--- config.mk ---
export PLATFORM = sky130hd
export DESIGN_NAME = seq_multiplier
export DESIGN_NICKNAME = d
export VERILOG_FILES = /design/src/rtl/seq_multiplier_pkg.sv /design/src/rtl/mul_step.sv /design/src/rtl/seq_multiplier.sv
export SDC_FILE = /design/constraint.sdc
export NUM_CORES = 1
export LEC_CHECK = 0
export ABC_CLOCK_PERIOD_IN_PS = 3000
export CORE_AREA = 4 4 110 112
export DETAILED_ROUTE_END_ITERATION = 12
export DIE_AREA = 0 0 114 116
export GPL_ROUTABILITY_DRIVEN = 1
export PLACE_DENSITY = 0.81
export SLEW_MARGIN = 20
export SYNTH_ARGS = -nofsm -noshare
export SYNTH_HDL_FRONTEND = slang
export SYNTH_SLANG_ARGS = --single-unit
--- constraint.sdc ---
create_clock -name clk -period 3 [get_ports clk]
set_clock_uncertainty 0.2 [all_clocks]
set_input_delay 0.6 -clock clk [delete_from_list [all_inputs] [get_ports clk]]
set_output_delay 0.6 -clock clk [all_outputs]
set_load 0.01 [all_outputs]
--- src/rtl/seq_multiplier_pkg.sv ---
// Shared ALU definitions for the sequential multiplier: default operand
// width, controller state encoding and the step-counter width helper.
package seq_multiplier_pkg;

   // Default operand width; the product is twice this wide.
   localparam int DEF_WIDTH = 16;

   // Controller states: waiting for a request, iterating, writing the result.
   typedef enum logic [1:0] {
      IDLE = 2'd0,
      RUN  = 2'd1,
      FIX  = 2'd2
   } state_t;

   // The step counter must be able to hold the value w, hence w+1 codes.
   function automatic int cnt_width(input int w);
      return $clog2(w + 1);
   endfunction

   // Step-counter width for the default operand width.
   localparam int CNT_W = cnt_width(DEF_WIDTH);

endpackage

--- src/rtl/mul_step.sv ---
// One shift-add multiplier step: conditionally add the multiplicand to the
// partial accumulator, then shift {sum, mplier} right by one bit so the
// multiplier register gathers the low product bits.
module mul_step
   import seq_multiplier_pkg::*;
#(
   parameter int l = DEF_WIDTH
) (
   input  logic [l:0]   acc,
   input  logic [l-1:0] mplier,
   input  logic [l-1:0] mcand,
   output logic [l:0]   acc_next,
   output logic [l-1:0] mplier_next
);

   logic [l:0] sum;

   // Conditional add (l+1 bits wide, so the carry is kept) followed by the shift.
   always_comb begin
      sum         = acc + (mplier[0] ? {1'b0, mcand} : '0);
      acc_next    = {1'b0, sum[l:1]};
      mplier_next = {sum[0], mplier[l-1:1]};
   end

endmodule

--- src/rtl/seq_multiplier.sv ---
// Iterative shift-add multiplier producing the full 2l-bit product, one
// multiplier bit per clock, in unsigned or two's-complement mode. Signed
// operands are reduced to magnitudes up front and the sign is reapplied in
// the FIX cycle. Latency is l+1 edges from the accepting edge to done.
module seq_multiplier
   import seq_multiplier_pkg::*;
#(
   parameter int l = DEF_WIDTH
) (
   input  logic           clk,
   input  logic           rst_n,
   input  logic           start,
   input  logic           signed_mode,
   input  logic [l-1:0]   A,
   input  logic [l-1:0]   B,
   output logic           busy,
   output logic           done,
   output logic [2*l-1:0] Product,
   output logic           Overflow
);

   localparam int CW = cnt_width(l);

   state_t         state;
   state_t         state_nxt;

   logic           smode;
   logic           neg;
   logic [l-1:0]   mcand;
   logic [l-1:0]   mplier;
   logic [l:0]     acc;
   logic [CW-1:0]  cnt;

   logic [l:0]     acc_step;
   logic [l-1:0]   mplier_step;
   logic [l-1:0]   a_mag;
   logic [l-1:0]   b_mag;
   logic           last_step;
   logic [2*l-1:0] mag;
   logic [2*l-1:0] prod_fix;
   logic           ovf_fix;

   // Single datapath step, reused every RUN cycle.
   mul_step #(
      .l (l)
   ) u_mul_step (
      .acc         (acc),
      .mplier      (mplier),
      .mcand       (mcand),
      .acc_next    (acc_step),
      .mplier_next (mplier_step)
   );

   // Operand magnitudes, result sign correction and overflow detection.
   // The most-negative operand negates to itself, which read as unsigned is
   // exactly its magnitude, so it needs no special handling.
   always_comb begin
      a_mag     = (signed_mode && A[l-1]) ? -A : A;
      b_mag     = (signed_mode && B[l-1]) ? -B : B;
      last_step = (cnt == CW'(l - 1));
      mag       = {acc[l-1:0], mplier};
      prod_fix  = neg ? -mag : mag;
      if (smode) begin
         // Fits in l signed bits only if the top l+1 bits are a sign extension.
         ovf_fix = !((&prod_fix[2*l-1:l-1]) || !(|prod_fix[2*l-1:l-1]));
      end else begin
         ovf_fix = |prod_fix[2*l-1:l];
      end
   end

   // NOTE: every always_comb output gets a default before any branch, so no
   // path leaves it unassigned and no latch is inferred.
   // Next-state logic for the IDLE -> RUN -> FIX controller.
   always_comb begin
      state_nxt = state;
      case (state)
         IDLE:    if (start) state_nxt = RUN;
         RUN:     if (last_step) state_nxt = FIX;
         FIX:     state_nxt = IDLE;
         default: state_nxt = IDLE;
      endcase
   end

   // NOTE: sequential state uses non-blocking assignments so every register
   // samples pre-edge values regardless of statement order.
   // State register; reset aborts any operation in flight.
   always_ff @(posedge clk or negedge rst_n) begin
      if (!rst_n) begin
         state <= IDLE;
      end else begin
         state <= state_nxt;
      end
   end

   // Operand capture, per-step iteration and result write-back.
   always_ff @(posedge clk or negedge rst_n) begin
      if (!rst_n) begin
         smode    <= 1'b0;
         neg      <= 1'b0;
         mcand    <= '0;
         mplier   <= '0;
         acc      <= '0;
         cnt      <= '0;
         done     <= 1'b0;
         Product  <= '0;
         Overflow <= 1'b0;
      end else begin
         done <= 1'b0;
         case (state)
            IDLE: begin
               if (start) begin
                  smode  <= signed_mode;
                  neg    <= signed_mode & (A[l-1] ^ B[l-1]);
                  mcand  <= a_mag;
                  mplier <= b_mag;
                  acc    <= '0;
                  cnt    <= '0;
               end
            end
            RUN: begin
               acc    <= acc_step;
               mplier <= mplier_step;
               cnt    <= cnt + CW'(1);
            end
            FIX: begin
               Product  <= prod_fix;
               Overflow <= ovf_fix;
               done     <= 1'b1;
            end
            default: ;
         endcase
      end
   end

   // busy covers RUN and FIX; the done cycle is already back in IDLE.
   assign busy = (state != IDLE);

endmodule

==> results.sh <==
export IMPL_synth_flop_cell="dfrtp_1"
export IMPL_outcome="complete, no violations"
export IMPL_ys_seq_elements=91
export IMPL_antenna_found_initial=0
export IMPL_multi_input_area_mm2=0.00313
export IMPL_final_util=0.623
export IMPL_syn_inst=636
export IMPL_nNetsFinal=780
export IMPL_synth_edff_count=0
export IMPL_irDropWorstVdd_mv=0.565
export IMPL_port_buffer_count=70
export IMPL_finalCritPeriodShare=0.985
export IMPL_slowest_stage="or4_4"
export IMPL_coreArea_mm2=0.0112
export IMPL_drt_iter0_markers=455
export IMPL_yosysWarnings=0
export IMPL_dr_pass1_iters=5
export IMPL_r2r_cells=7
export IMPL_yosys_area_top_type_share=0.410
export IMPL_yosysSeqAreaShare=0.410
export IMPL_route_vias_total=4938
export IMPL_drv_cap=0
export IMPL_cts_buffers=9
export IMPL_cts_tree="built"
export IMPL_yosysUniqueCellTypes=58
export IMPL_postPlaceCellArea_mm2=0.00657
export IMPL_final_area_mm2=0.00699
export IMPL_fmax_mhz=339
export IMPL_worstPathArrival_ps=2970
export IMPL_worst_skew_pair_late_latency_ps=340
export IMPL_r2r_end="Overflow"
export IMPL_synth_top_area_cell="dfrtp_1"
export IMPL_drc=0
export IMPL_clock_path_buffers=2
export IMPL_crit_chain="or4_4, o41ai_2, xor2_1, nand3_1, or4_1, nor4_1, a211oi_1"
export IMPL_critical_path_class="flip-flop to flip-flop"
export IMPL_place_detailed_hpwl_um=9870
export IMPL_min_period_ps=2950
export IMPL_syn_area_mm2=0.00555
export IMPL_worstHoldPathType="primary input to async pin"
export IMPL_overflow=0
export IMPL_grt_pass1_wl_um=22500
export IMPL_relSlewSlack=0.512
export IMPL_worst_setup_path_start_kind="flip-flop"
export IMPL_endpoint_kind="flip-flop"
export IMPL_finalHoldViolCount=0
export IMPL_grt_max_degree=64
export IMPL_hold_slack_ps=10.8
export IMPL_cp_top_family="simple AND/OR/NAND/NOR gates"
export IMPL_synthTopCellsByArea="dfrtp_1, o21ai_0, xor2_1"
export IMPL_grt_util_met3=0.0329
export IMPL_startpoint="mplier[15]"
export IMPL_yosysMostFrequentCell="o21ai_0"
export IMPL_place_inst=847
export IMPL_start_util=0.495
export IMPL_wirelength_um=13600
export IMPL_max_stage_delay_ps=560
export IMPL_ios=71
export IMPL_antenna_left=0
export IMPL_clock_sinks=91
export IMPL_report_final_slew_viol_count=0
export IMPL_gp_congestion=0.861
export IMPL_synth_area_per_cell_um2=8.73
export IMPL_die_h_um=116
export IMPL_finalSetupViolations=0
export IMPL_grt_use_total=0.207
export IMPL_endpoint="Overflow"
export IMPL_design_die_area_mm2=0.0132
export IMPL_clk_pin_slew_ps=70
export IMPL_num_antenna_cells=0
export IMPL_met1_usage=0.275
export IMPL_die_width_um=114
export IMPL_ctsHoldBuffers=0
export IMPL_seqCellArea_mm2=0.00228
export IMPL_cp_max_fo=7
export IMPL_vias_per_cell=5.68
export IMPL_worst_pin_slew_ps=733
export IMPL_fin_total_pwr_uw=6730
export IMPL_synthArstFlopShare=1.00
export IMPL_layout_cells_non_filler=870
export IMPL_met2_usage=0.353
export IMPL_synth_top_cells_by_count="o21ai_0, dfrtp_1, nand2_1"
export IMPL_cp_depth=7
export IMPL_r2r_start="mplier[15]"
export IMPL_syn_nets=694
export IMPL_critPathBufInv=0
export IMPL_cts_root_buffer="clkbuf_16"
export IMPL_drive_above_1_share=0.109
export IMPL_wl_per_cell_um=15.7
export IMPL_worst_ep_required_time_ps=3010
export IMPL_fillers=950
export IMPL_rows=39
export IMPL_reg2reg_slack_ps=50
export IMPL_busiest_layer="met2"
export IMPL_htree_levels=3
export IMPL_grt_pass1_vias=4810
export IMPL_area_growth_pct=25.9
export IMPL_p_per_area_mw_per_mm2=963
export IMPL_rsz0062_at_grt="true"
export IMPL_leakage_uw=0.00300
## worst min path at each step
| stage | startpoint | end | slack (ps) | depth (start not counted) |
|---|---|---|---|---|
| after global routing | rst_n | Product[7] | 30 | 1 |
| after global placement | mcand[15] | mcand[15] | 260 | 2 |
| after CTS | rst_n | Product[5] | 30 | 1 |
| after floorplan | rst_n | Overflow | 100 | 0 |
| final | rst_n | Product[7] | 10 | 1 |
| after detailed placement | mcand[15] | mcand[15] | 260 | 2 |
## placed cells by master (no fill, tap or decap), drive strengths merged, types with 3 or more instances in the layout
master and instances:
nand3b 3, a31oi 3, nor3 11, or4 4, nand3 30, nor2b 3, nand2 82, mux2i 3
and2 19, a22oi 15, clkdlybuf4s50 69, or3 7, o211ai 4, nor4 8, o21ai 104, nand2b 7
o31ai 12, a21o 3, xnor2 20, xor2 48, inv 18, dfrtp 91, ha 21, a21oi 14
clkbuf 9, buf 45, o41ai 4, nor2 38, nand4 6
## through the flow
stage               TNS [ps]  worst slack [ps]
finish                     0              46.5
global route           -41.9             -31.6
CTS                        0              31.5
detailed placement      -203             -75.9
global placement       -53.1             -35.1
floorplan                  0              69.0
## area by class of cell
type	count	share of cell area
timing repair buffer	114	0.149
multi-input combinational	491	0.447
clock inverter	7	0.0120
clock buffer	9	0.0322
inverter	15	0.00805
sequential	91	0.326
tap	143	0.0256
## sequential cells by signal, indices dropped and copies added (netlist names)
name / flops
Overflow: 1
Product: 32
acc: 16
cnt: 5
done: 1
mcand: 16
mplier: 16
neg: 1
smode: 1
state: 2
## logic make-up (layout without fill, tap and decap cells)
logic type,after synthesis,in the layout,share of synthesized area
simple gates,225,225,0.201
compound gates,173,173,0.188
flops,91,91,0.410
xor+xnor,68,68,0.107
buf+inv,54,145,0.0372
fa+ha+maj,22,22,0.0509
mux,3,3,0.00541
## per-layer routing
metal  routed length [µm]  part of all wire
met2                 6800              0.50
met3                  708             0.052
met1                 5970              0.44
met5                    0                 0
met4                  139             0.010
## report_power, final
group | total, µW | internal [µW] | switching [µW]
Sequential | 2220 | 1710 | 507
Combinational | 3340 | 1520 | 1830
Clock | 1170 | 660 | 509
## worst register-to-register path, delay by kind of cell (launching register included)
| family | cells | cell delay, ps |
|---|---|---|
| AOI/OAI and AO/OA | 2 | 420 |
| xor gates and xnor gates | 1 | 270 |
| DFF | 1 | 480 |
| and+or+nand+nor | 4 | 1450 |
## what timing repair did
item / 4_1_cts / 5_1_grt
pin swaps: 0 / 5
hold endpoints to repair: 0 / 0
setup buffers: 0 / 7
resized for setup: 5 / 9
endpoints found under the setup margin: 3 / 6
Note: power is estimated with default switching activity, not from simulation.
